File: src/rtl/wb_commit.sv
// Writeback/commit stage: GPR write port, machine-mode CSRs, and trap/mret redirect FSM.
// Optional 64-bit mcycle counter is built when WB_MCYCLE_EN is defined.
`timescale 1ns/1ps
module wb_commit #(
    parameter logic [31:0] RESET_PC_VEC = 32'h0000_0000,
    parameter logic [31:0] IRQ_CAUSE    = 32'h8000_000B,
    parameter logic [31:0] EXC_CAUSE    = 32'h0000_0002
) (
    input  logic        clk,
    input  logic        cpurst,
    input  logic        wb_wr_reg,
    input  logic [4:0]  wb_wr_regindex,
    input  logic [31:0] wb_wr_wdata,
    input  logic [31:0] wb_pc,
    input  logic        wb_exp,
    input  logic        wb_wr_csrreg,
    input  logic [11:0] wb_wr_csrindex,
    input  logic [31:0] wb_wr_csrwdata,
    input  logic        wb_mret,
    input  logic        ext_irq,
    input  logic [11:0] csr_rindex,
    output logic [31:0] csr_rdata,
    output logic        rf_we,
    output logic [4:0]  rf_waddr,
    output logic [31:0] rf_wdata,
    output logic        interrupt,
    output logic        redirect_valid,
    output logic [31:0] redirect_pc
);
    localparam logic [11:0] CSR_MSTATUS  = 12'h300;
    localparam logic [11:0] CSR_MTVEC    = 12'h305;
    localparam logic [11:0] CSR_MSCRATCH = 12'h340;
    localparam logic [11:0] CSR_MEPC     = 12'h341;
    localparam logic [11:0] CSR_MCAUSE   = 12'h342;
`ifdef WB_MCYCLE_EN
    localparam logic [11:0] CSR_MCYCLE   = 12'hB00;
    localparam logic [11:0] CSR_MCYCLEH  = 12'hB80;
`endif

    typedef enum logic [1:0] {RUN, TRAP, RET} state_t;

    state_t      state_q, state_d;
    logic        mie_q, mie_d;
    logic        mpie_q, mpie_d;
    logic [31:0] mtvec_q, mtvec_d;
    logic [31:0] mscratch_q, mscratch_d;
    logic [31:0] mepc_q, mepc_d;
    logic [31:0] mcause_q, mcause_d;
    logic        interrupt_q, interrupt_d;
    logic        redirect_valid_q, redirect_valid_d;
    logic [31:0] redirect_pc_q, redirect_pc_d;

    logic is_run, take_exc, take_irq, take_trap, do_mret, do_csr;

    // Event arbitration; WB inputs are bubbles outside RUN.
    always_comb begin
        is_run    = (state_q == RUN);
        take_exc  = is_run & wb_exp;
        take_irq  = is_run & ~wb_exp & ext_irq & mie_q;
        take_trap = take_exc | take_irq;
        do_mret   = is_run & ~take_trap & wb_mret;
        do_csr    = is_run & ~take_trap & ~wb_mret & wb_wr_csrreg;
    end

    assign rf_we    = is_run & wb_wr_reg & (wb_wr_regindex != 5'd0) & ~take_trap;
    assign rf_waddr = wb_wr_regindex;
    assign rf_wdata = wb_wr_wdata;

    always_comb begin
        state_d          = RUN;
        mie_d            = mie_q;
        mpie_d           = mpie_q;
        mtvec_d          = mtvec_q;
        mscratch_d       = mscratch_q;
        mepc_d           = mepc_q;
        mcause_d         = mcause_q;
        interrupt_d      = 1'b0;
        redirect_valid_d = 1'b0;
        redirect_pc_d    = redirect_pc_q;

        case (state_q)
            RUN: begin
                if (take_trap) begin
                    state_d          = TRAP;
                    mepc_d           = wb_pc;
                    mcause_d         = take_exc ? EXC_CAUSE : IRQ_CAUSE;
                    mpie_d           = mie_q;
                    mie_d            = 1'b0;
                    interrupt_d      = 1'b1;
                    redirect_valid_d = 1'b1;
                    redirect_pc_d    = mtvec_q;
                end else if (do_mret) begin
                    state_d          = RET;
                    mie_d            = mpie_q;
                    mpie_d           = 1'b1;
                    interrupt_d      = 1'b1;
                    redirect_valid_d = 1'b1;
                    redirect_pc_d    = mepc_q;
                end else if (do_csr) begin
                    case (wb_wr_csrindex)
                        CSR_MSTATUS: begin
                            mie_d  = wb_wr_csrwdata[3];
                            mpie_d = wb_wr_csrwdata[7];
                        end
                        CSR_MTVEC:    mtvec_d    = {wb_wr_csrwdata[31:2], 2'b00};
                        CSR_MSCRATCH: mscratch_d = wb_wr_csrwdata;
                        CSR_MEPC:     mepc_d     = {wb_wr_csrwdata[31:2], 2'b00};
                        CSR_MCAUSE:   mcause_d   = wb_wr_csrwdata;
                        default: ;
                    endcase
                end
            end
            TRAP:    state_d = RUN;
            RET:     state_d = RUN;
            default: state_d = RUN;
        endcase
    end

    always_ff @(posedge clk or posedge cpurst) begin
        if (cpurst) begin
            state_q          <= RUN;
            mie_q            <= 1'b0;
            mpie_q           <= 1'b0;
            mtvec_q          <= RESET_PC_VEC;
            mscratch_q       <= 32'h0;
            mepc_q           <= 32'h0;
            mcause_q         <= 32'h0;
            interrupt_q      <= 1'b0;
            redirect_valid_q <= 1'b0;
            redirect_pc_q    <= 32'h0;
        end else begin
            state_q          <= state_d;
            mie_q            <= mie_d;
            mpie_q           <= mpie_d;
            mtvec_q          <= mtvec_d;
            mscratch_q       <= mscratch_d;
            mepc_q           <= mepc_d;
            mcause_q         <= mcause_d;
            interrupt_q      <= interrupt_d;
            redirect_valid_q <= redirect_valid_d;
            redirect_pc_q    <= redirect_pc_d;
        end
    end

`ifdef WB_MCYCLE_EN
    logic [63:0] mcycle_q, mcycle_d;

    // A CSR write to either half replaces the increment for that cycle.
    always_comb begin
        mcycle_d = mcycle_q + 64'd1;
        if (do_csr && wb_wr_csrindex == CSR_MCYCLE)
            mcycle_d = {mcycle_q[63:32], wb_wr_csrwdata};
        else if (do_csr && wb_wr_csrindex == CSR_MCYCLEH)
            mcycle_d = {wb_wr_csrwdata, mcycle_q[31:0]};
    end

    always_ff @(posedge clk or posedge cpurst) begin
        if (cpurst) mcycle_q <= 64'h0;
        else        mcycle_q <= mcycle_d;
    end
`endif

    always_comb begin
        csr_rdata = 32'h0;
        case (csr_rindex)
            CSR_MSTATUS:  csr_rdata = {24'h0, mpie_q, 3'b000, mie_q, 3'b000};
            CSR_MTVEC:    csr_rdata = mtvec_q;
            CSR_MSCRATCH: csr_rdata = mscratch_q;
            CSR_MEPC:     csr_rdata = mepc_q;
            CSR_MCAUSE:   csr_rdata = mcause_q;
`ifdef WB_MCYCLE_EN
            CSR_MCYCLE:   csr_rdata = mcycle_q[31:0];
            CSR_MCYCLEH:  csr_rdata = mcycle_q[63:32];
`endif
            default:      csr_rdata = 32'h0;
        endcase
    end

    assign interrupt      = interrupt_q;
    assign redirect_valid = redirect_valid_q;
    assign redirect_pc    = redirect_pc_q;

endmodule

File: config.mk
export PLATFORM = sky130hd
export DESIGN_NAME = wb_commit
export DESIGN_NICKNAME = d
export VERILOG_FILES = /design/src/rtl/wb_commit.sv
export SDC_FILE = /design/constraint.sdc
export NUM_CORES = 1
export LEC_CHECK = 0
export CORE_MARGIN = 1
export CORE_UTILIZATION = 48
export DETAILED_ROUTE_END_ITERATION = 7
export PLACE_DENSITY = 0.86
export SYNTH_ARGS = -nofsm -noshare
export SYNTH_HDL_FRONTEND = slang
export SYNTH_SLANG_ARGS = --single-unit
File: constraint.sdc
create_clock -name clk -period 5.4 [get_ports clk]
set_input_delay 0.54 -clock clk [delete_from_list [all_inputs] [get_ports clk]]
set_output_delay 0.54 -clock clk [all_outputs]
set_load 0.02 [all_outputs]
==> results <==
- The count of routing violations after the opening detailed-route iteration is 550.
- The share of total power dissipated in the clock network is 0.302.
- The first global-routing pass estimated 37000 um of wire.
- The number of vias in the routed layout is 6801.
- The number of max-slew violations in the final report is 0.
- The cell at the root of the clock tree is sky130_fd_sc_hd__clkbuf_16.
- Setup repair after global routing left no endpoint under its margin.
- For this run, the register share of the synthesized area comes to 0.504.
- After clock tree synthesis, the setup repair step added 0 buffers.
- The first detailed-routing pass took 5 iterations.
- The final setup skew is 0.00926 ns.
- The share of total power dissipated in combinational logic is 0.293.
- The pin slew with the least headroom to its limit is 1.20 ns.
- The post-layout minimum cycle time is 3.91 ns.
- In this design, the stage delay of the slowest critical-path cell is 0.61 ns.
- In the finished design, the share of the clock period the worst path needs comes to 0.723.
- The average footprint of a synthesized cell is 10.7 um2.
- The highest metal layer with signal wires is met4.
- In this run the worst path has a maximum fanout of 33.
- Of all flip-flops after synthesis, the portion carrying an async set or reset was 1.00.
- Summed over all layers, the global routing overflow is 0.
- The total global routing track utilization is 0.274.
- In this run the critical register-to-register path is launched from mie_q.
- In this run, distinct cell masters in the synthesized netlist total 44.
- For this design the total switching power over the nets is 0.00135 W.
- Dividing the detail-routed via count by the number of cells gives 6.19.
- The wire length after detailed routing is 23300 um.
- The layout filler cell count is 1296.
- At the end of routability-driven placement, the weighted congestion stood at 0.813.
- The count of max-cap constraint violations is 0.
- The internal power of the cells totals 0.00274 W.
- STA puts the critical path data arrival time at 3.37 ns.
- After routing the design area is 10300 um2.
- The total length of routed met2 wires is 11300 um.
- In this run, synthesis produced a sequential element count of 163.
- Buffers inserted to repair hold after CTS numbered 0.
- In this run the vertical extent of the chip is 132 um.
- The clock reaches the later pin of the worst-skew pair after 0.42 ns.
- In this run the cell area measured after placement is 9740 um2.
- For this run, the leading register cell type out of synthesis is sky130_fd_sc_hd__dfrtp_1.
- The critical path goes through clkdlybuf4s50_1 -> buf_4 -> nor2b_4 -> and4_1 -> buf_4 -> a22o_1 -> clkdlybuf4s50_1.
- In the final timing run, aggregate negative setup slack is 0 ns.
- The path with the worst hold slack has its endpoint at redirect_pc[5].
- Of the total power, registers draw 0.405.
- From left edge to right edge, the die measures 132 um.
- For this design the static power due to leakage is 4.52 nW.
- The flow ran to the end, and the final reports show no timing, DRC or antenna violations.
- The type of destination of the critical path is an output pin.
- For this configuration, the core starts out at a cell density of 0.490.
- The post-route total power is 0.00409 W.
- The core region is 16500 um2.
- The number of antenna diodes in the final layout is 0.
- The classification of the worst setup path is input port to output pin.
- The critical hold path startpoint is redirect_pc[5].
- At the worst endpoint, the required time is 4.86 ns.
- In the final routing, the length of wire on met1 measures 9530 um.
- TritonCTS built the clock tree.
- Counting cells, the worst reg-to-reg path comes to 5.
- After detailed placement, the design holds a cell count of 1067.
- The areal power density over the cells is 396 nW/um2.
- The number of antenna violations at the first check in global routing came to 0.
- The number of rows in the core area is 47.
- The area added between synthesis and finish is 27.7%.
- The cell area that synthesis handed to floorplanning was 8100 um2.
- 236 I/O pins were placed.
- The number of buffers inserted by port buffering is 171.
- Static timing analysis puts the maximum clock frequency at 0.256 GHz.
- The detailed placement HPWL is 14600 um.
- The startpoint type of the worst setup path is an input port.
- The gate count after technology mapping is 756.
- The number of synthesis warnings is 0.
- The class of the tightest hold or removal check is flop to flop.
- The number of global-route vias before repair is 6861.
- The hold path depth is 2.
- The worst relative slew slack is 0.200.
- The CTS buffer count is 17.
- The number of remaining DRC errors is 0.
- The clock input transition at the sequential cells of the worst setup and hold paths is 0.06 ns.
- The largest net degree at the start of global routing is 82.
- The number of nets in the finished design is 998.
- The final number of setup-violating endpoints is 0.
- The switching part of the total is 0.330.
- Across the whole layout, storage elements account for 4080 um2.
- The multi-input combinational cells in the finished layout cover a total of 3520 um2.
- The final count of hold timing violations is 0.
- The clock net in this run drives a total of 163 sinks.
- The detailed route wirelength on metal3 is 1580 um.
- The mean routed wirelength per cell is 21.2 um.
- Counting flops with a built-in enable in the synthesized netlist gives 0.
- The clock passes through at most 2 buffers.
- In the final layout, the share of cells above drive strength 1 is 0.141.
- The number of antenna-violating nets in the routed design is 0.
- The number of nets produced by synthesis is 888.
- Setup slack on the worst reg-to-reg path comes out at 2.99 ns.
- The number of cells in the finished layout apart from fillers is 1099.
- The worst-case IR drop observed on VDD is 0.000226 V.
- The CTS H-tree depth is 4.
- The post-route core utilization is 0.626.
- The endpoint of the lowest-slack register-to-register path is mtvec_q[4].
- The largest individual stage delay along the critical path comes from the cell sky130_fd_sc_hd__clkdlybuf4s50_1.
- The post-cts gate resize count is 0.
- The overall die area is 17400 um2.
## layout make-up
cell class,instances,share of cell area
multi-input cells,489,0.341
inverters,7,0.00303
well taps,220,0.0266
flip-flops and latches,163,0.395
clock inverters,8,0.0121
repair buffers,188,0.177
clock buffers,24,0.0456
## synth_stat cells, drive strengths merged, types with 2 or more instances
cell type	count	share of area
dfrtp	163	0.50
o21ai	95	0.059
nand2	64	0.030
mux2	62	0.086
mux2i	62	0.077
a22o	58	0.063
clkbuf	53	0.025
buf	44	0.041
nor2	38	0.018
a31oi	31	0.024
nand4	31	0.024
inv	7	0.0032
nor3	6	0.0037
nor4	4	0.0039
o221a	4	0.0056
a21oi	3	0.0019
nand3	3	0.0019
or4	3	0.0032
a21o	2	0.0019
a221o	2	0.0025
a31o	2	0.0022
and2	2	0.0015
nand2b	2	0.0015
o21a	2	0.0019
or4b	2	0.0025
## worst max-delay path by stage
stage | cells after the start | startpoint | slack, ns | end
after floorplan | 1 | cpurst | 0.46 | mcause_q[0]
after global placement | 7 | csr_rindex[0] | 1.63 | csr_rdata[22]
after detailed placement | 7 | csr_rindex[0] | 1.55 | csr_rdata[31]
after global routing | 7 | csr_rindex[0] | 1.40 | csr_rdata[31]
final | 7 | csr_rindex[0] | 1.49 | csr_rdata[31]
after CTS | 7 | csr_rindex[0] | 1.54 | csr_rdata[31]
## critical path: cells and delay by family
kind / cells / cell delay (ns)
AO/OA/AOI/OAI: 1 / 0.25
buffers and inverters: 4 / 1.80
AND/OR/NAND/NOR: 2 / 0.76
## power groups by stage
stage          registers [W]  logic (W)  clock network (W)
4_1_cts              0.00165    0.00120            0.00125
6_report             0.00166    0.00120            0.00124
5_1_grt              0.00169    0.00129            0.00130
3_3_place_gp         0.00166    0.00116                  0
2_1_floorplan        0.00176   0.000591                  0
3_5_place_dp         0.00167    0.00119                  0
## cells by family after synthesis
family,share of synthesized area
AO/OA/AOI/OAI,0.166
buffers and inverters,0.0688
flip-flops,0.504
multiplexers,0.163
AND/OR/NAND/NOR,0.0989
## state kept, by name (all words and copies together) (netlist names)
signal and count:
mepc_q 32, state_q 2, mie_q 1, mcause_q 32, mscratch_q 32, mpie_q 1, redirect_pc 32, mtvec_q 30
redirect_valid 1
## cell usage in the layout (no fill, tap or decap), types with 2 or more instances in the layout
| master | synthesis | final |
|---|---|---|
| sky130_fd_sc_hd__buf_4 | 38 | 17 |
| sky130_fd_sc_hd__o221a_2 | 4 | 4 |
| sky130_fd_sc_hd__nor3_1 | 6 | 5 |
| sky130_fd_sc_hd__mux2_1 | 3 | 3 |
| sky130_fd_sc_hd__clkbuf_1 | 53 | 5 |
| sky130_fd_sc_hd__nor2_1 | 38 | 38 |
| sky130_fd_sc_hd__inv_1 | 6 | 5 |
| sky130_fd_sc_hd__clkdlybuf4s50_1 | 0 | 170 |
| sky130_fd_sc_hd__bufinv_16 | 0 | 3 |
| sky130_fd_sc_hd__nand3_1 | 3 | 3 |
| sky130_fd_sc_hd__clkinv_2 | 0 | 2 |
| sky130_fd_sc_hd__a221o_1 | 2 | 2 |
| sky130_fd_sc_hd__nand4_1 | 31 | 31 |
| sky130_fd_sc_hd__mux2i_1 | 62 | 62 |
| sky130_fd_sc_hd__a31oi_1 | 31 | 30 |
| sky130_fd_sc_hd__nor4_2 | 1 | 2 |
| sky130_fd_sc_hd__a22o_1 | 58 | 58 |
| sky130_fd_sc_hd__o21a_1 | 2 | 2 |
| sky130_fd_sc_hd__clkbuf_16 | 0 | 17 |
| sky130_fd_sc_hd__a31o_2 | 2 | 2 |
| sky130_fd_sc_hd__nand2b_1 | 2 | 2 |
| sky130_fd_sc_hd__dfrtp_1 | 163 | 163 |
| sky130_fd_sc_hd__inv_6 | 0 | 2 |
| sky130_fd_sc_hd__clkbuf_8 | 0 | 2 |
| sky130_fd_sc_hd__or4_1 | 2 | 2 |
| sky130_fd_sc_hd__mux2_2 | 59 | 59 |
| sky130_fd_sc_hd__o21ai_0 | 94 | 94 |
| sky130_fd_sc_hd__a21oi_1 | 3 | 3 |
| sky130_fd_sc_hd__nand2_1 | 64 | 63 |
| sky130_fd_sc_hd__and2_1 | 2 | 2 |
| sky130_fd_sc_hd__a21o_1 | 2 | 2 |
| sky130_fd_sc_hd__or4b_2 | 2 | 2 |
## metal layers
metal / track usage / up-vias
li1: - / 2966
met1: 0.352 / 3396
met2: 0.448 / 371
met3: 0.0450 / 68
met4: 0.142 / 0
met5: 0 / -
## metrics by stage
stage	hold slack, ns	worst slack, ns
finish	0.475	1.49
global route	0.498	1.40
CTS	0.483	1.54
detailed placement	0.469	1.55
global placement	0.463	1.63
floorplan	0.457	0.455
No activity file was read; power rests on OpenSTA's default activity.
